File: src/rtl/pll_lock_ctrl.sv
// pll_lock_ctrl: acquisition and lock supervisor for the PLL loop
// (PFD -> LoopFilter -> DCO -> Frequency_Divider).
// Measures PFD phase-error activity per fixed window of WIN_LEN clk cycles. Holds the loop
// in reset at start-up, selects coarse or fine loop-filter gain, declares lock, detects
// loss of lock and retries acquisition on timeout.
//
// Ports
//   clk_i       system clock (same clock as LoopFilter/DCO)
//   rst_ni      asynchronous active-low reset
//   en_i        enable acquisition; 0 forces IDLE
//   up_i, dn_i  PFD up/dn, asynchronous to clk_i
//   clr_lost_i  single-cycle pulse, clears lock_lost_o and acq_fail_o
//   loop_rst_o  1 = hold PFD/LoopFilter/DCO/divider in reset
//   gain_sel_o  1 = coarse gain, 0 = fine gain
//   locked_o    1 while in LOCKED
//   lock_lost_o sticky, set on LOCKED -> FINE
//   acq_fail_o  sticky, set on acquisition timeout
//   state_o     IDLE=0 LOOP_RST=1 COARSE=2 FINE=3 LOCKED=4
//   err_last_o  error count of the last completed window
module pll_lock_ctrl #(
  parameter int unsigned WIN_LEN      = 256,
  parameter int unsigned COARSE_THR   = 64,
  parameter int unsigned FINE_THR     = 8,
  parameter int unsigned LOCK_WINS    = 8,
  parameter int unsigned UNLOCK_WINS  = 2,
  parameter int unsigned RST_CYCLES   = 16,
  parameter int unsigned TIMEOUT_WINS = 1024,
  localparam int unsigned ErrW        = $clog2(WIN_LEN) + 1
) (
  input  logic            clk_i,
  input  logic            rst_ni,
  input  logic            en_i,
  input  logic            up_i,
  input  logic            dn_i,
  input  logic            clr_lost_i,
  output logic            loop_rst_o,
  output logic            gain_sel_o,
  output logic            locked_o,
  output logic            lock_lost_o,
  output logic            acq_fail_o,
  output logic [2:0]      state_o,
  output logic [ErrW-1:0] err_last_o
);

  // One counter serves both the LOOP_RST hold time and the measurement window.
  localparam int unsigned CntMax = (WIN_LEN > RST_CYCLES) ? WIN_LEN : RST_CYCLES;
  localparam int unsigned CntW   = $clog2(CntMax);
  localparam int unsigned GoodW  = $clog2(LOCK_WINS + 1);
  localparam int unsigned BadW   = $clog2(UNLOCK_WINS + 1);
  localparam int unsigned AcqW   = $clog2(TIMEOUT_WINS + 1);

  localparam logic [CntW-1:0]  WinLast   = CntW'(WIN_LEN - 1);
  localparam logic [CntW-1:0]  RstLast   = CntW'(RST_CYCLES - 1);
  localparam logic [ErrW-1:0]  ErrSat    = ErrW'(WIN_LEN);
  localparam logic [ErrW-1:0]  CoarseThr = ErrW'(COARSE_THR);
  localparam logic [ErrW-1:0]  FineThr   = ErrW'(FINE_THR);
  localparam logic [GoodW-1:0] GoodLast  = GoodW'(LOCK_WINS - 1);
  localparam logic [BadW-1:0]  BadLast   = BadW'(UNLOCK_WINS - 1);
  localparam logic [AcqW-1:0]  AcqLast   = AcqW'(TIMEOUT_WINS - 1);

  typedef enum logic [2:0] {
    StIdle    = 3'd0,
    StLoopRst = 3'd1,
    StCoarse  = 3'd2,
    StFine    = 3'd3,
    StLocked  = 3'd4
  } state_e;

  state_e          state_q, state_d;
  logic [1:0]      up_sync_q, dn_sync_q;
  logic [CntW-1:0] cnt_q, cnt_d;
  logic [ErrW-1:0] err_cnt_q, err_cnt_d;
  logic [ErrW-1:0] err_last_q, err_last_d;
  logic [GoodW-1:0] good_q, good_d;
  logic [BadW-1:0] bad_q, bad_d;
  logic [AcqW-1:0] acq_q, acq_d;
  logic            lost_q, lost_d;
  logic            fail_q, fail_d;
  logic            loop_rst_q, loop_rst_d;
  logic            gain_sel_q, gain_sel_d;
  logic            locked_q, locked_d;

  logic            err_now;
  logic            in_win;
  logic            win_end;
  logic            entry;
  logic [ErrW-1:0] err_total;
  logic            set_lost, set_fail;

  // Both PFD outputs high is the PFD's own reset pulse, not phase error.
  assign err_now   = up_sync_q[1] ^ dn_sync_q[1];
  assign in_win    = (state_q == StCoarse) || (state_q == StFine) || (state_q == StLocked);
  assign win_end   = in_win && (cnt_q == WinLast);
  // Window total includes the current cycle's sample.
  assign err_total = (err_cnt_q == ErrSat) ? ErrSat : err_cnt_q + ErrW'(err_now);
  assign entry     = (state_d != state_q);

  // State register
  always_ff @(posedge clk_i or negedge rst_ni) begin
    if (!rst_ni) begin
      state_q <= StIdle;
    end else begin
      state_q <= state_d;
    end
  end

  // Next-state decision
  always_comb begin
    state_d  = state_q;
    set_lost = 1'b0;
    set_fail = 1'b0;
    if (!en_i) begin
      state_d = StIdle;
    end else begin
      unique case (state_q)
        StIdle: state_d = StLoopRst;
        StLoopRst: begin
          if (cnt_q == RstLast) state_d = StCoarse;
        end
        StCoarse, StFine: begin
          if (win_end) begin
            // Timeout takes precedence over any gain/lock decision in the same window.
            if (acq_q == AcqLast) begin
              state_d  = StLoopRst;
              set_fail = 1'b1;
            end else if (state_q == StCoarse) begin
              if (err_total <= CoarseThr) state_d = StFine;
            end else if (err_total <= FineThr) begin
              if (good_q == GoodLast) state_d = StLocked;
            end else if (err_total > CoarseThr) begin
              state_d = StCoarse;
            end
          end
        end
        StLocked: begin
          if (win_end && (err_total > FineThr) && (bad_q == BadLast)) begin
            state_d  = StFine;
            set_lost = 1'b1;
          end
        end
        default: state_d = StIdle;
      endcase
    end
  end

  // Counters and window accounting
  always_comb begin
    cnt_d      = cnt_q;
    err_cnt_d  = err_cnt_q;
    err_last_d = err_last_q;
    good_d     = good_q;
    bad_d      = bad_q;
    acq_d      = acq_q;

    if (win_end) err_last_d = err_total;

    if (entry || !(in_win || (state_q == StLoopRst)) || win_end) begin
      cnt_d = '0;
    end else begin
      cnt_d = cnt_q + CntW'(1);
    end

    if (entry || !in_win || win_end) begin
      err_cnt_d = '0;
    end else begin
      err_cnt_d = err_total;
    end

    if (entry) begin
      good_d = '0;
    end else if ((state_q == StFine) && win_end) begin
      good_d = (err_total <= FineThr) ? good_q + GoodW'(1) : '0;
    end

    if (entry) begin
      bad_d = '0;
    end else if ((state_q == StLocked) && win_end) begin
      bad_d = (err_total > FineThr) ? bad_q + BadW'(1) : '0;
    end

    // Acquisition timer spans COARSE and FINE together; cleared everywhere else.
    if ((state_d != StCoarse) && (state_d != StFine)) begin
      acq_d = '0;
    end else if (((state_q == StCoarse) || (state_q == StFine)) && win_end) begin
      acq_d = acq_q + AcqW'(1);
    end

    // Set wins over a coincident clear.
    lost_d = set_lost | (lost_q & ~clr_lost_i);
    fail_d = set_fail | (fail_q & ~clr_lost_i);
  end

  // Output decode from the next state so outputs track state_q exactly.
  always_comb begin
    loop_rst_d = (state_d == StIdle) || (state_d == StLoopRst);
    gain_sel_d = (state_d == StIdle) || (state_d == StLoopRst) || (state_d == StCoarse);
    locked_d   = (state_d == StLocked);
  end

  always_ff @(posedge clk_i or negedge rst_ni) begin
    if (!rst_ni) begin
      up_sync_q  <= '0;
      dn_sync_q  <= '0;
      cnt_q      <= '0;
      err_cnt_q  <= '0;
      err_last_q <= '0;
      good_q     <= '0;
      bad_q      <= '0;
      acq_q      <= '0;
      lost_q     <= 1'b0;
      fail_q     <= 1'b0;
      loop_rst_q <= 1'b1;
      gain_sel_q <= 1'b1;
      locked_q   <= 1'b0;
    end else begin
      up_sync_q  <= {up_sync_q[0], up_i};
      dn_sync_q  <= {dn_sync_q[0], dn_i};
      cnt_q      <= cnt_d;
      err_cnt_q  <= err_cnt_d;
      err_last_q <= err_last_d;
      good_q     <= good_d;
      bad_q      <= bad_d;
      acq_q      <= acq_d;
      lost_q     <= lost_d;
      fail_q     <= fail_d;
      loop_rst_q <= loop_rst_d;
      gain_sel_q <= gain_sel_d;
      locked_q   <= locked_d;
    end
  end

  assign loop_rst_o  = loop_rst_q;
  assign gain_sel_o  = gain_sel_q;
  assign locked_o    = locked_q;
  assign lock_lost_o = lost_q;
  assign acq_fail_o  = fail_q;
  assign state_o     = state_q;
  assign err_last_o  = err_last_q;

endmodule

File: config.mk
export PLATFORM = sky130hd
export DESIGN_NAME = pll_lock_ctrl
export DESIGN_NICKNAME = d
export VERILOG_FILES = /design/src/rtl/pll_lock_ctrl.sv
export SDC_FILE = /design/constraint.sdc
export NUM_CORES = 1
export LEC_CHECK = 0
export CAP_MARGIN = 15
export CORE_AREA = 3 3 87 89
export DETAILED_ROUTE_END_ITERATION = 12
export DIE_AREA = 0 0 90 92
export GPL_ROUTABILITY_DRIVEN = 0
export PLACE_DENSITY = 0.63
export SYNTH_ARGS = -nofsm -noshare
export SYNTH_HDL_FRONTEND = slang
export SYNTH_SLANG_ARGS = --single-unit
File: constraint.sdc
create_clock -name clk_i -period 6.5 [get_ports clk_i]
set_input_delay 1.3 -clock clk_i [delete_from_list [all_inputs] [get_ports clk_i]]
set_output_delay 1.3 -clock clk_i [all_outputs]
set_load 0.005 [all_outputs]
==> results.toml <==
[detailed_routing]
firstDrtPassIters = 4
drt_iter0_drc = 99
antenna_left = 0
vias = 2339
routedWlPerCell_um = 14.3
totalWireLength_um = 6280
vias_per_cell = 5.34
drc_errors = 0

[critical_path]
path_common_cell = "ha_1"
setup.worst_path.start_class = "flop"
crit_required_ns = 6.70
crit_type = "flop to flop"
cp-end-kind = "flop"
arrival_ns = 3.38
slowest_delay_ns = 0.49
cpMaxStageDelayCell = "o21ai_1"
cp_cell_sequence = "xor2_1, ha_1, ha_1, nand3_2, a211o_1, a2bb2oi_2, and2_4, a21oi_1, o21ai_1, nor2_1"
worst-path-max-fanout = 12

[pwr]
p_sw_frac = 0.245
p_int_uw = 435
peakVddDrop_mv = 0.0955
p_seq_frac = 0.606
clkPwrFrac = 0.337
power_leakage_nw = 1.45
power_uw = 576
p_sw_uw = 141
p_comb_frac = 0.057
powerDensity_nw_per_um2 = 169

[clock_tree]
tritoncts = "yes"
clkSinkCount = 55
cts-root-buf = "clkbuf_8"
post_cts_resized = 0
clk_pin_slew_ns = 0.11
cts_hold_buf = 0
clkLatencyLatePin_ns = 0.32
numCtsBuffers = 5
postCtsSetupBuffers = 0
cts_max_path_buffers = 2
h-tree-depth = 2

[logic_synthesis]
synth_edf_count = 0
synth_top_area_frac = 0.435
seq_area_frac_synth = 0.452
synthesis.area_um2 = 3050
avgSynthCellArea_um2 = 9.39
synthCells = 325
synth_cell_types = 51
syn_nets = 337
ys_seq_elements = 55
synthTopCellsByArea = "dfrtp_1 43%, nand2_1 6.6%, xor2_1 4.3%, o21ai_0 3.6%, xnor2_1 3.2%"
synth_top_area_cell = "dfrtp_1"
yosys_most_used_dff = "dfrtp_1"
yosysWarningCount = 0
async_reset_ff_frac = 1.00

[sta]
relSlewSlack = 0.526
rsz0062_at_grt = "false"
final_hold_viol_count = 0
finalCritPeriodShare = 0.490
worst_slew_pin_slew_ns = 0.711
worst_slack_ns = 3.31
finalSetupTns_ns = 0
fin_worst_skew_ns = 0.0202
hold_slack_ns = 0.371
slew_violations = 0
post-route-min-period_ns = 3.19
max_freq_ghz = 0.314
setup_viol = 0

[grt]
grt_pass1_vias = 2255
grt_overflow_total = 0
antenna_found_initial = 0
grt_usage = 0.163
grt_pass1_wl_um = 11000
grt_max_degree = 56

[final_layout]
final_nets = 353
final_layout_size_suffix_gt1_frac = 0.102
diodes = 0
utilization = 0.498
area_growth_syn_to_layout_pct = 11.6
num-fill-cells = 697

[floorplan]
dieHeight_um = 92
dieWidth_um = 90
fp-row-count = 30
start_util = 0.447
dieArea_um2 = 8280
coreArea_um2 = 6830
ios = 23

[placement]
pre_cts_slack_ns = 3.28
hpwlAfterDp_um = 4490
port_buffers = 22

[min_path]
min_path_type = "flop to flop"

[outcome]
status = "finished clean"

[job]
drv_cap = 0
==> logic make-up (layout without fill, tap and decap cells) <==
group,after synthesis,count (layout),synth area share
XOR/XNOR,26,26,0.0747
multiplexers,8,8,0.0263
flip-flops,55,55,0.452
buffers and inverters,23,40,0.0377
adder cells (fa/ha/maj),6,6,0.0246
AO/OA/AOI/OAI,63,63,0.147
AND/OR/NAND/NOR,144,144,0.238
==> sequential cells by signal, indices dropped and copies added (netlist names) <==
name	cells
err_last_o	9
acq_q	11
err_cnt_q	9
bad_q	2
good_q	4
cnt_q	8
acq_fail_o	1
state_o	3
up_sync_q	2
gain_sel_o	1
locked_o	1
loop_rst_o	1
lock_lost_o	1
dn_sync_q	2
==> cell usage in the layout, fill, tap and decap left out, types with 2 or more instances in the layout <==
master           count
a211o_1              2
nor3_1               6
and2_4               2
nor2_1              18
nor4_1               2
xor2_1              15
ha_1                 6
nand4_1              7
clkdlybuf4s50_1     21
dfrtp_1             53
xnor2_1             11
a21oi_1              9
o21a_1               2
nand3b_1             2
mux2i_1              8
nand3_1             14
and3_1               9
o211a_1              3
a31o_2               2
nand2b_1             3
and2_1               7
a211oi_1             3
and4_1               2
nand2_1             54
clkbuf_8             5
o22ai_1              2
inv_1                9
nor2_2              10
dfstp_2              2
a31oi_1              4
nor2b_1              4
o21ai_0             22
==> per-layer routing <==
metal	GRT usage	share of wire
met5	0	0
met4	0.0446	0.0092
met2	0.263	0.47
met3	0.0295	0.043
met1	0.225	0.48
==> power groups by stage <==
stage	logic [mW]	clock network (mW)	registers (mW)
detailed placement	0.0335	0	0.356
global route	0.0372	0.214	0.350
floorplan	0.0184	0	0.355
CTS	0.0334	0.202	0.349
global placement	0.0335	0	0.356
finish	0.0326	0.194	0.349
==> layout make-up <==
type,instances,area [um2],share of cell area
Clock buffer,5,68.8,0.0202
Clock inverter,3,22.5,0.00662
Timing Repair Buffer,23,223,0.0654
Inverter,9,33.8,0.00993
Multi-Input combinational cell,247,1560,0.457
Tap cell,96,120,0.0353
Sequential cell,55,1380,0.405
==> per-stage QoR <==
step           area (um2)  cells
2_1_floorplan        3050    325
3_3_place_gp         3310    430
3_5_place_dp         3310    430
4_1_cts              3400    438
5_1_grt              3400    438
6_report             3400    438
==> worst paths after layout <==
check	startpoint	to	slack, ns	depth (start not counted)
min in group asynchronous	rst_ni	err_last_o[4]	1.09	2
min reg2reg	up_sync_q[0]	up_sync_q[1]	0.37	0
max in group asynchronous	rst_ni	err_last_o[0]	4.93	2
max	dn_sync_q[1]	err_cnt_q[5]	3.31	10
min	up_sync_q[0]	up_sync_q[1]	0.37	0
max reg2reg	dn_sync_q[1]	err_cnt_q[5]	3.31	10
==> critical path, delay by kind of cell (launching register included) <==
family / cells / cell delay (ns)
AOI/OAI and AO/OA: 4 / 1.38
xor gates and xnor gates: 1 / 0.21
adders and majority gates: 2 / 0.54
DFF: 1 / 0.39
and+or+nand+nor: 3 / 0.54
==> cell usage after synthesis (all sizes together) (3+ instances only) <==
cell type,n
clkbuf,6
a211oi,3
dfrtp,53
nand3,15
nand2b,3
nand2,54
a31o,3
inv,9
a31oi,4
nor2,28
mux2i,8
ha,6
and3,9
o21ai,25
o211a,3
nor3,6
xor2,15
a21oi,10
and2,9
xnor2,11
nor2b,4
buf,8
nand4,8
(Power assumes the default switching activity.)
